===== config.mk =====
export PLATFORM = sky130hd
export DESIGN_NAME = bcd_uart_formatter
export DESIGN_NICKNAME = d
export VERILOG_FILES = /design/src/rtl/bcd_uart_formatter_pkg.sv /design/src/rtl/bcd_uart_formatter_bcd_to_ascii.sv /design/src/rtl/bcd_uart_formatter.sv
export SDC_FILE = /design/constraint.sdc
export NUM_CORES = 1
export LEC_CHECK = 0
export BUFFER_PORTS_ARGS = -buffer_cell sky130_fd_sc_hd__buf_2
export CORE_UTILIZATION = 35
export DETAILED_ROUTE_END_ITERATION = 10
export PLACE_DENSITY_LB_ADDON = 0.15
export SLEW_MARGIN = 15
export SYNTH_ARGS = -nofsm -noshare
export SYNTH_HDL_FRONTEND = slang
export SYNTH_HIERARCHICAL = 1
export SYNTH_SLANG_ARGS = --single-unit

===== constraint.sdc =====
create_clock -name clk -period 1.95 [get_ports clk]
set_input_delay 0.195 -clock clk [delete_from_list [all_inputs] [get_ports clk]]
set_output_delay 0.195 -clock clk [all_outputs]
set_load 0.01 [all_outputs]

===== src/rtl/bcd_uart_formatter_pkg.sv =====
// Shared ASCII constants and FSM state encoding for the BCD-to-UART frame formatter.
package bcd_uart_formatter_pkg;

  localparam logic [7:0] ASCII_SPACE = 8'h20;
  localparam logic [7:0] ASCII_PLUS  = 8'h2B;
  localparam logic [7:0] ASCII_ZERO  = 8'h30;
  localparam logic [7:0] ASCII_QMARK = 8'h3F;
  localparam logic [7:0] ASCII_CR    = 8'h0D;
  localparam logic [7:0] ASCII_LF    = 8'h0A;

  typedef enum logic [1:0] {
    ST_IDLE = 2'd0,
    ST_SEND = 2'd1,
    ST_DONE = 2'd2
  } state_e;

  function automatic logic [7:0] flag_byte(input logic ovf);
    return ovf ? ASCII_PLUS : ASCII_SPACE;
  endfunction

endpackage


===== src/rtl/bcd_uart_formatter_bcd_to_ascii.sv =====
// Combinational BCD digit to ASCII: 0..9 map to '0'..'9', invalid codes to '?'.
module bcd_to_ascii
  import bcd_uart_formatter_pkg::*;
(
  input  logic [3:0] digit,
  output logic [7:0] ascii
);

  always_comb begin
    if (digit <= 4'd9) ascii = ASCII_ZERO + {4'b0000, digit};
    else               ascii = ASCII_QMARK;
  end

endmodule


===== src/rtl/bcd_uart_formatter.sv =====
// Snapshots a BCD count and streams it as "<flag><digits>\r\n" over a valid/ready byte interface.
module bcd_uart_formatter
  import bcd_uart_formatter_pkg::*;
#(
  parameter int Ndigit = 3
) (
  input  logic                  clk,
  input  logic                  rst,
  input  logic                  start,
  input  logic [Ndigit*4-1:0]   BCD,
  input  logic                  overflow,
  output logic [7:0]            tx_data,
  output logic                  tx_valid,
  input  logic                  tx_ready,
  output logic                  busy,
  output logic                  done
);

  localparam int NBYTES = Ndigit + 3;
  localparam int IW     = $clog2(NBYTES);
  localparam logic [IW-1:0] CR_IDX   = IW'(Ndigit + 1);
  localparam logic [IW-1:0] LAST_IDX = IW'(Ndigit + 2);

  state_e               state_q, state_d;
  logic [IW-1:0]        idx_q, idx_d;
  logic [Ndigit*4-1:0]  bcd_q, bcd_d;
  logic                 ovf_q, ovf_d;
  logic [7:0]           tx_data_q, tx_data_d;
  logic                 tx_valid_q, tx_valid_d;
  logic                 busy_q, busy_d;
  logic                 done_q, done_d;

  logic [IW-1:0]        nxt_idx;
  logic [3:0]           sel_digit;
  logic [7:0]           digit_ascii;
  logic [7:0]           next_byte;

  assign nxt_idx = idx_q + IW'(1);

  // Byte index i in 1..Ndigit carries digit Ndigit-i, so the most significant goes first.
  always_comb begin
    sel_digit = 4'd0;
    for (int k = 0; k < Ndigit; k++) begin
      if (nxt_idx == IW'(Ndigit - k)) sel_digit = bcd_q[4*k +: 4];
    end
  end

  bcd_to_ascii u_bcd_to_ascii (
    .digit (sel_digit),
    .ascii (digit_ascii)
  );

  always_comb begin
    if (nxt_idx == CR_IDX)        next_byte = ASCII_CR;
    else if (nxt_idx == LAST_IDX) next_byte = ASCII_LF;
    else                          next_byte = digit_ascii;
  end

  always_comb begin
    state_d    = state_q;
    idx_d      = idx_q;
    bcd_d      = bcd_q;
    ovf_d      = ovf_q;
    tx_data_d  = tx_data_q;
    tx_valid_d = tx_valid_q;
    busy_d     = busy_q;
    done_d     = 1'b0;
    case (state_q)
      ST_IDLE: begin
        if (start) begin
          state_d    = ST_SEND;
          bcd_d      = BCD;
          ovf_d      = overflow;
          idx_d      = '0;
          tx_data_d  = flag_byte(overflow);
          tx_valid_d = 1'b1;
          busy_d     = 1'b1;
        end
      end
      ST_SEND: begin
        // The following byte is loaded on the same edge as the handshake, allowing back-to-back transfers.
        if (tx_ready) begin
          if (idx_q == LAST_IDX) begin
            state_d    = ST_DONE;
            idx_d      = '0;
            tx_data_d  = 8'h00;
            tx_valid_d = 1'b0;
            done_d     = 1'b1;
          end else begin
            idx_d     = nxt_idx;
            tx_data_d = next_byte;
          end
        end
      end
      ST_DONE: begin
        state_d = ST_IDLE;
        busy_d  = 1'b0;
      end
      default: begin
        state_d    = ST_IDLE;
        idx_d      = '0;
        tx_data_d  = 8'h00;
        tx_valid_d = 1'b0;
        busy_d     = 1'b0;
      end
    endcase
  end

  always_ff @(posedge clk) begin
    if (!rst) begin
      state_q    <= ST_IDLE;
      idx_q      <= '0;
      bcd_q      <= '0;
      ovf_q      <= 1'b0;
      tx_data_q  <= 8'h00;
      tx_valid_q <= 1'b0;
      busy_q     <= 1'b0;
      done_q     <= 1'b0;
    end else begin
      state_q    <= state_d;
      idx_q      <= idx_d;
      bcd_q      <= bcd_d;
      ovf_q      <= ovf_d;
      tx_data_q  <= tx_data_d;
      tx_valid_q <= tx_valid_d;
      busy_q     <= busy_d;
      done_q     <= done_d;
    end
  end

  assign tx_data  = tx_data_q;
  assign tx_valid = tx_valid_q;
  assign busy     = busy_q;
  assign done     = done_q;

endmodule


==> results.py, run 1 <==
metrics = {
    "global_route": {
        "grt_overflow": 0,
        "grt_pass1_vias": 1188,
        "grt_start_max_net_pins": 28,
        "grt_pass1_wl_um": 5300,
        "grt_use_total": 0.159,
        "antenna_found_initial": 0,
    },
    "die": {
        "start_util": 0.377,
        "io_pins": 28,
        "die_area_sq_um": 4320,
        "die_h_um": 65.8,
        "rows": 22,
        "die-width_um": 65.8,
        "core_sq_um": 3770,
    },
    "power": {
        "powerDensity_nw_per_um2": 758,
        "ir_drop_uv": 458,
        "p_leak_nw": 0.692,
    },
    "worst_setup_path": {
        "critPathTopFamily": "simple AND/OR/NAND/NOR gates",
        "path_max_fanout": 6,
        "worstPathRequired_ps": 2160,
        "end_kind": "register",
        "startpoint_type": "register",
        "crit_buf_inv": 1,
        "critPathMaxStageDelay_ps": 420,
        "critPathKind": "register to register",
        "worst_path_max_delay_cell": "or4_1",
        "cp_cell_sequence": "inv_1 > a31oi_1 > nor2_1 > a21o_1 > a21oi_1 > or4_1 > a21boi_1",
        "critPathArrivalTime_ps": 1950,
    },
    "timing": {
        "timing.fmax_ghz": 0.575,
        "finalSetupViolCount": 0,
        "rsz0062_at_grt": "false",
        "fin_skew_ps": 4.21,
        "setup_tns_ps": 0,
        "final-hold-violation-count": 0,
        "layout_min_cycle_time_ps": 1740,
        "drv_slew": 0,
        "post-route-period-util": 0.891,
    },
    "placed_design": {
        "gp_congestion": 0.784,
        "hpwl_um": 2240,
        "place_inst": 236,
        "port_buffers": 27,
    },
    "cells_and_area": {
        "syn_to_final_growth_pct": 15.6,
        "diodes": 0,
        "stdcell_count": 241,
        "drive_gt1_frac": 0.212,
        "nNetsFinal": 211,
        "fillerInstances": 388,
    },
    "cts": {
        "clock_latency_ps": 270,
        "cts_tree": "yes",
        "htreeDepth": 1,
        "clock-sinks": 28,
        "cts_buffers": 3,
        "path_clk_slew_ps": 100,
        "clockBufferDepth": 2,
        "cts-root-buf": "clkbuf_8",
    },
    "drt": {
        "wirelength_um": 2960,
        "wire_per_inst_um": 12.3,
        "vias_per_cell": 4.95,
        "initialDrtViolationCount": 45,
        "dr.pass1.iters": 4,
        "ant_nets": 0,
        "num_vias": 1192,
        "drc": 0,
    },
    "yosys": {
        "syn_area_per_cell_sq_um": 8.32,
        "synth_edf_count": 0,
        "yosysMostFrequentCell": "nand2_1",
        "synth_top_area_cell": "dfxtp_1",
        "yosysWarnings": 6,
        "synth_flop_cell": "dfxtp_1",
        "synth_area_leaders": "dfxtp_1 (39%), nand2_1 (8.7%), mux2i_1 (4.2%)",
        "synth-async-reset-ratio": 0,
        "post_synth_num_cell_types": 40,
        "synth_common_cells": "nand2_1 (33), dfxtp_1 (28), nor2_1 (11), a21boi_1 (8), a21boi_0 (7)",
        "ys_seq_area_frac": 0.394,
        "synth_cells": 171,
        "synth_top_area_share": 0.394,
        "syn_area_sq_um": 1420,
        "yosys_register_bits": 28,
    },
    "run_status": {
        "outcome": "complete, no violations",
    },
    "run": {
        "cap_violations": 0,
    },
    "hold_path": {
        "hp-class": "input port to register",
    },
}
-- worst paths after layout --
path | to | depth (start not counted) | slack, ps | from
worst max register to register | tx_data[2] | 7 | 210 | idx_q[0]
worst min-delay path | bcd_q[5] | 3 | 150 | BCD[5]
worst max-delay path | tx_data[2] | 7 | 210 | idx_q[0]
worst min register to register | bcd_q[5] | 2 | 460 | bcd_q[5]
-- worst reg2reg max path, cell delays in order (launching register included) --
cell      delay [ps]
dfxtp_4          380
inv_1            160
a31oi_1          110
nor2_1           260
a21o_1           170
a21oi_1           30
or4_1            420
a21boi_1         130
-- registers in the layout (all words and copies together) (netlist names) --
| name | flops |
|---|---|
| done | 1 |
| tx_data | 8 |
| state_q | 2 |
| tx_valid | 1 |
| bcd_q | 12 |
| idx_q | 3 |
| busy | 1 |
-- logic make-up (layout without fill, tap and decap cells) --
group,Yosys count,in the layout,share of synthesized area
compound gates,44,44,0.238
flops,28,28,0.394
other cells,2,4,0.00528
simple gates,71,71,0.240
mux,6,6,0.0422
xor+xnor,1,1,0.00616
buf+inv,19,39,0.0739
-- where the power goes --
part	internal (W)	total [W]	switching, W	leakage, nW
clock network	0.000275	0.000455	0.000180	0.0357
registers	0.000600	0.000618	0.0000175	0.230
logic	0.0000773	0.000175	0.0000975	0.426
-- final cells by class --
class	instances	area [sq um]	share of cell area
inverter	3	11.3	0.00685
sequential	28	564	0.343
clock inverter	1	30.0	0.0183
clock buffer	3	41.3	0.0251
multi-input combinational	126	764	0.465
tap	48	60.1	0.0365
timing repair buffer	32	173	0.105
-- timing repair --
item                                    CTS  global route
endpoints found under the setup margin    0             4
buffers inserted                          0             1
hold endpoints to repair                  0             0
resized for setup                         0             3
hold buffers                              0             0
-- metrics by stage --
| stage | hold slack (ps) | total power, W | cell area, sq um | setup slack, ps | utilization |
|---|---|---|---|---|---|
| 6_report | 145 | 0.00125 | 1640 | 212 | 0.436 |
| 5_1_grt | 145 | 0.00131 | 1640 | 34.1 | 0.436 |
| 2_1_floorplan | 328 | 0.000758 | 1430 | 124 | - |
| 3_3_place_gp | 435 | 0.000802 | 1560 | 120 | 0.414 |
| 4_1_cts | 140 | 0.00126 | 1630 | 16.5 | 0.433 |
| 3_5_place_dp | 446 | 0.000806 | 1560 | 48.5 | 0.414 |
-- per-layer routing --
metal	GRT usage	wire, um	vias up
met5	0	0	-
met4	0.0516	43	0
li1	-	-	618
met3	0.0417	125	4
met1	0.214	1440	542
met2	0.245	1360	28
-- layout by cell type (no fill, tap or decap), types with 2 or more instances in the layout --
cell	count
buf_4	5
a21o_1	2
buf_2	27
nand2_1	33
nor2b_1	4
nand2b_1	4
a21boi_1	8
o21ai_1	2
nor2_1	11
and2_1	3
clkbuf_8	3
conb_1	4
a21boi_0	7
nor3_1	2
a21oi_1	4
a22oi_1	3
a31oi_1	5
dfxtp_1	27
nand3_1	6
inv_1	3
mux2i_1	6
and2b_1	3
o21ai_0	5
Power figures use the tool's default switching activity.
==> run 2: changes to the inputs <==
--- a/config.mk
+++ b/config.mk
@@ -6,7 +6,7 @@
 export NUM_CORES = 1
 export LEC_CHECK = 0
 export BUFFER_PORTS_ARGS = -buffer_cell sky130_fd_sc_hd__buf_2
-export CORE_UTILIZATION = 35
+export CORE_UTILIZATION = 49
 export DETAILED_ROUTE_END_ITERATION = 10
 export PLACE_DENSITY_LB_ADDON = 0.15
 export SLEW_MARGIN = 15
==> run 2 against run 1 <==
First-iteration DRC count decreased by 18%; flip-flop and latch count unchanged; final area decreased by 4.9%; global-route usage increased by 3.7 points; power decreased by 18%; die area decreased by 28%; combinational power about the same; sequential power about the same; clock power decreased by 49%; worst setup slack got worse by 42 ps.
==> results.py, run 2 (synthesis gave the netlist of run 1 again) <==
metrics = {
    "drt": {
        "wire_per_inst_um": 13.1,
        "num_vias": 1227,
        "wirelength_um": 2900,
        "drc": 0,
        "ant_nets": 0,
        "initialDrtViolationCount": 37,
        "dr.pass1.iters": 4,
        "vias_per_cell": 5.55,
    },
    "cells_and_area": {
        "stdcell_count": 221,
        "fillerInstances": 255,
        "layout_common_cells": "nand2_1 (33), dfxtp_1 (27), buf_2 (27)",
        "syn_to_final_growth_pct": 9.85,
        "nNetsFinal": 209,
        "diodes": 0,
        "drive_gt1_frac": 0.205,
        "largest_reg_flops": 12,
        "layout_commonest_cell": "nand2_1",
        "largest_register": "bcd_q",
        "multi_input_area_sq_um": 768,
        "final_cell_area_sq_um": 1560,
        "register_area_sq_um": 564,
    },
    "timing": {
        "layout_min_cycle_time_ps": 1780,
        "final-hold-violation-count": 0,
        "timing.fmax_ghz": 0.562,
        "post-route-period-util": 0.913,
        "drv_slew": 0,
        "setup_tns_ps": 0,
        "fin_skew_ps": 10.6,
        "finalSetupViolCount": 0,
        "post-route-worst-setup-slack_ps": 170,
        "rsz0062_at_grt": "false",
    },
    "worst_setup_path": {
        "critPathTopFamily": "compound AO/OA/AOI/OAI gates",
        "crit_buf_inv": 0,
        "end_kind": "register",
        "critPathKind": "register to register",
        "worst_path_max_delay_cell": "dfxtp_4",
        "startpoint_type": "register",
        "path_max_fanout": 8,
        "cp_cell_sequence": "mux2i_1 > nor2_1 > a31oi_1 > nor2_1 > o21ai_1 > nand2b_1 > o21ai_1 > nand3_1 > a32o_1",
        "worstPathRequired_ps": 2190,
        "critPathMaxStageDelay_ps": 440,
        "critPathArrivalTime_ps": 2020,
    },
    "placed_design": {
        "gp_congestion": 0.856,
        "place_area_sq_um": 1530,
        "port_buffers": 27,
        "place_inst": 218,
        "dp_slack_ps": 33.4,
        "hpwl_um": 2120,
    },
    "die": {
        "io_pins": 28,
        "start_util": 0.516,
        "core_sq_um": 2760,
        "rows": 19,
        "die_area_sq_um": 3120,
        "die-width_um": 55.9,
        "die_h_um": 55.9,
    },
    "global_route": {
        "grt_pass1_wl_um": 4950,
        "grt_overflow": 0,
        "grt_use_total": 0.196,
        "antenna_found_initial": 0,
        "grt_start_max_net_pins": 28,
        "grt_pass1_vias": 1158,
    },
    "cts": {
        "cts_tree": "yes",
        "path_clk_slew_ps": 140,
        "clock-sinks": 28,
        "cts_buffers": 3,
        "cts_hold_buf": 0,
        "htreeDepth": 1,
        "clock_latency_ps": 330,
        "cts-root-buf": "clkbuf_4",
        "clockBufferDepth": 2,
    },
    "run_status": {
        "outcome": "complete, no violations",
    },
    "hold_path": {
        "hp-class": "input port to register",
    },
    "power": {
        "powerDensity_nw_per_um2": 656,
        "ir_drop_uv": 412,
        "finalPower_w": 0.00103,
        "p_leak_nw": 0.660,
    },
    "run": {
        "cap_violations": 0,
    },
}
-- run 2: changes by cell type in the layout (fill, tap and decap cells not counted) --
cell       before  now
mux2i_2         0    1
mux2i_1         6    5
clkbuf_8        3    0
buf_4           5    3
clkbuf_4        0    3
bufinv_16       1    0
-- run 2: worst min-delay path, stage by stage --
cell and delay (ps):
buf_2 100, nand2_1 40, a21boi_1 50
-- run 2: per-layer routing --
layer | up-vias | wire length (um) | track usage | part of all wire
met5 | - | 0 | 0 | 0
met4 | 0 | 50 | 0.0767 | 0.017
met3 | 5 | 80 | 0.0209 | 0.028
met2 | 28 | 1380 | 0.339 | 0.47
met1 | 576 | 1390 | 0.252 | 0.48
li1 | 618 | - | - | -
-- run 2: final timing paths --
check                   from          to  slack (ps)  cells past startpoint
setup / recovery    idx_q[0]  tx_data[0]         170                      9
setup reg to reg    idx_q[0]  tx_data[0]         170                      9
hold / removal        BCD[8]    bcd_q[8]          90                      3
hold reg to reg   tx_data[2]  tx_data[2]         460                      2
-- run 2: what timing repair did --
item,CTS,global route
buffers inserted,0,0
setup endpoints to repair,0,4
hold endpoints to repair,0,0
resized for setup,0,4
-- run 2: power by group --
part | total, W | switching, W | internal (W) | leakage (nW)
clock network | 0.000234 | 0.000161 | 0.0000726 | 0.0138
logic | 0.000172 | 0.0000972 | 0.0000749 | 0.417
registers | 0.000619 | 0.0000185 | 0.000601 | 0.230
total | 0.00103 | 0.000277 | 0.000748 | 0.660
-- run 2: layout make-up --
cell class / count / area share
Sequential cell: 28 / 0.361
Inverter: 3 / 0.00721
Tap cell: 31 / 0.0248
Multi-Input combinational cell: 126 / 0.492
Timing Repair Buffer: 30 / 0.101
Clock buffer: 3 / 0.0144
-- run 2: metrics by stage --
| step | util | hold slack, ps |
|---|---|---|
| 6_report | 0.567 | 92.1 |
| 5_1_grt | 0.567 | 82.0 |
| 4_1_cts | 0.564 | 88.8 |
| 3_5_place_dp | 0.556 | 445 |
| 3_3_place_gp | 0.556 | 435 |
| 2_1_floorplan | - | 328 |
==> run 3: changes to the inputs <==
--- a/config.mk
+++ b/config.mk
@@ -8,7 +8,7 @@
 export BUFFER_PORTS_ARGS = -buffer_cell sky130_fd_sc_hd__buf_2
 export CORE_UTILIZATION = 49
 export DETAILED_ROUTE_END_ITERATION = 10
-export PLACE_DENSITY_LB_ADDON = 0.15
+export PLACE_DENSITY_LB_ADDON = 0.2
 export SLEW_MARGIN = 15
 export SYNTH_ARGS = -nofsm -noshare
 export SYNTH_HDL_FRONTEND = slang
==> run 3 against run 2 <==
Core utilization rose by 0.64 points; register-to-register slack barely moved; worst setup slack improved by 14 ps; via count fell by 1.9%; clock power rose by 18%; global-route usage rose by 0.41 points; sequential share of layout area fell by 0.40 points; non-clock buffer count rose by 1; critical path type unchanged; largest power group unchanged.
==> results.py, run 3 (synthesis gave the netlist of run 1 again) <==
metrics = {
    "run_status": {
        "outcome": "complete, no violations",
    },
    "worst_setup_path": {
        "crit_buf_inv": 0,
        "worst_path_max_delay_cell": "dfxtp_4",
        "critPathKind": "register to register",
        "cp_cell_sequence": "mux2i_1 > nor2_1 > a31oi_1 > nor2_1 > o21ai_1 > nand2b_1 > o21ai_0 > nand3_1 > a32o_1",
        "critPathTopFamily": "compound AO/OA/AOI/OAI gates",
        "critPathArrivalTime_ps": 2000,
        "startpoint_type": "register",
        "path_max_fanout": 8,
        "cpMostUsedCell": "nor2_1",
        "end_kind": "register",
        "critPathMaxStageDelay_ps": 430,
        "worstPathRequired_ps": 2180,
    },
    "cts": {
        "path_clk_slew_ps": 140,
        "clock-sinks": 28,
        "clockBufferDepth": 2,
        "cts_tree": "yes",
        "htreeDepth": 1,
        "clock_latency_ps": 320,
        "post_cts_buffers": 0,
        "cts_buffers": 3,
        "cts-root-buf": "clkbuf_4",
    },
    "drt": {
        "vias_per_cell": 5.40,
        "wire_per_inst_um": 12.8,
        "dr.pass1.iters": 4,
        "drc": 0,
        "wirelength_um": 2860,
        "num_vias": 1204,
        "initialDrtViolationCount": 25,
        "ant_nets": 0,
    },
    "global_route": {
        "antenna_found_initial": 0,
        "met3_usage": 0.0256,
        "grt_pass1_wl_um": 5070,
        "grt_use_total": 0.201,
        "grt_pass1_vias": 1192,
        "grt_start_max_net_pins": 28,
        "gr-max-usage-layer": "met2",
        "grt_use_met1": 0.253,
        "grtUsageMet2": 0.344,
        "grt_overflow": 0,
    },
    "cells_and_area": {
        "drive_gt1_frac": 0.208,
        "layout_common_cells": "nand2_1 (33), dfxtp_1 (27), buf_2 (27)",
        "fillerInstances": 258,
        "diodes": 0,
        "stdcell_count": 223,
        "layout_commonest_cell": "nand2_1",
        "largest_register": "bcd_q",
        "nNetsFinal": 210,
        "syn_to_final_growth_pct": 11.1,
        "largest_reg_flops": 12,
    },
    "timing": {
        "setup_tns_ps": 0,
        "post-route-period-util": 0.906,
        "fin_skew_ps": 3.81,
        "final-hold-violation-count": 0,
        "layout_min_cycle_time_ps": 1770,
        "finalSetupViolCount": 0,
        "post-route-worst-setup-slack_ps": 184,
        "rsz0062_at_grt": "false",
        "drv_slew": 0,
        "timing.fmax_ghz": 0.566,
    },
    "power": {
        "ir_drop_uv": 395,
        "intPower_w": 0.000791,
        "power_frac_comb": 0.162,
        "sw_frac_of_total": 0.258,
        "p_sw_w": 0.000276,
        "powerDensity_nw_per_um2": 675,
        "power_frac_seq": 0.580,
        "clockPowerShare": 0.258,
        "p_leak_nw": 0.672,
    },
    "die": {
        "rows": 19,
        "die_h_um": 55.9,
        "die_area_sq_um": 3120,
        "io_pins": 28,
        "core_sq_um": 2760,
        "start_util": 0.516,
        "die-width_um": 55.9,
    },
    "placed_design": {
        "place_inst": 219,
        "hpwl_um": 2120,
        "port_buffers": 27,
        "dp_slack_ps": 49.3,
        "gp_congestion": 0.899,
    },
    "hold_path": {
        "hp-class": "input port to register",
    },
    "run": {
        "cap_violations": 0,
    },
}
run 3: cell types whose count changed in the layout (fill, tap and decap cells not counted):
| cell | before | now |
|---|---|---|
| buf_4 | 3 | 4 |
| mux2i_2 | 1 | 0 |
| o21ai_1 | 2 | 1 |
| clkbuf_8 | 0 | 1 |
| mux2i_1 | 5 | 6 |
| o21ai_0 | 5 | 6 |
run 3: routing by layer:
layer  vias to the layer above  share of wire
met5                         -              0
met4                         0          0.013
met3                         5          0.038
met2                        25           0.47
met1                       551           0.48
li1                        623              -
run 3: per-stage QoR:
| stage | total power, W | util | hold slack (ps) | area (sq um) |
|---|---|---|---|---|
| floorplan | 0.000758 | - | 328 | 1430 |
| global placement | 0.000798 | 0.559 | 435 | 1540 |
| detailed placement | 0.000805 | 0.559 | 444 | 1540 |
| CTS | 0.00108 | 0.572 | 86.3 | 1580 |
| global route | 0.00112 | 0.573 | 87.8 | 1580 |
| finish | 0.00107 | 0.573 | 94.6 | 1580 |
run 3: layout make-up:
cell class                 instances  area, sq um  area share
sequential                        28          564       0.357
timing repair buffer              31          165       0.105
multi-input combinational        126          764       0.484
tap                               31         38.8      0.0245
inverter                           3         11.3     0.00713
clock buffer                       4         36.3      0.0230
run 3: timing repair:
action,CTS,global route
hold buffers,0,0
setup endpoints to repair,0,3
resized for setup,0,2
run 3: final timing paths:
path,from,endpoint,slack [ps],cells past startpoint
max,idx_q[0],tx_data[0],180,9
min reg2reg,bcd_q[5],bcd_q[5],470,2
min,BCD[5],bcd_q[5],90,3
max reg2reg,idx_q[0],tx_data[0],180,9
run 3: worst min-delay path: cells and delay by family:
family	cells	cell delay, ps
simple gates	1	40
buf+inv	1	100
compound gates	1	50
run 3: power by group through the flow:
stage / clock network [W] / logic [W] / registers, W
after detailed placement: 0 / 0.000173 / 0.000632
after CTS: 0.000289 / 0.000173 / 0.000619
after global routing: 0.000305 / 0.000195 / 0.000623
final: 0.000275 / 0.000173 / 0.000619
after floorplan: 0 / 0.000125 / 0.000633
after global placement: 0 / 0.000167 / 0.000631
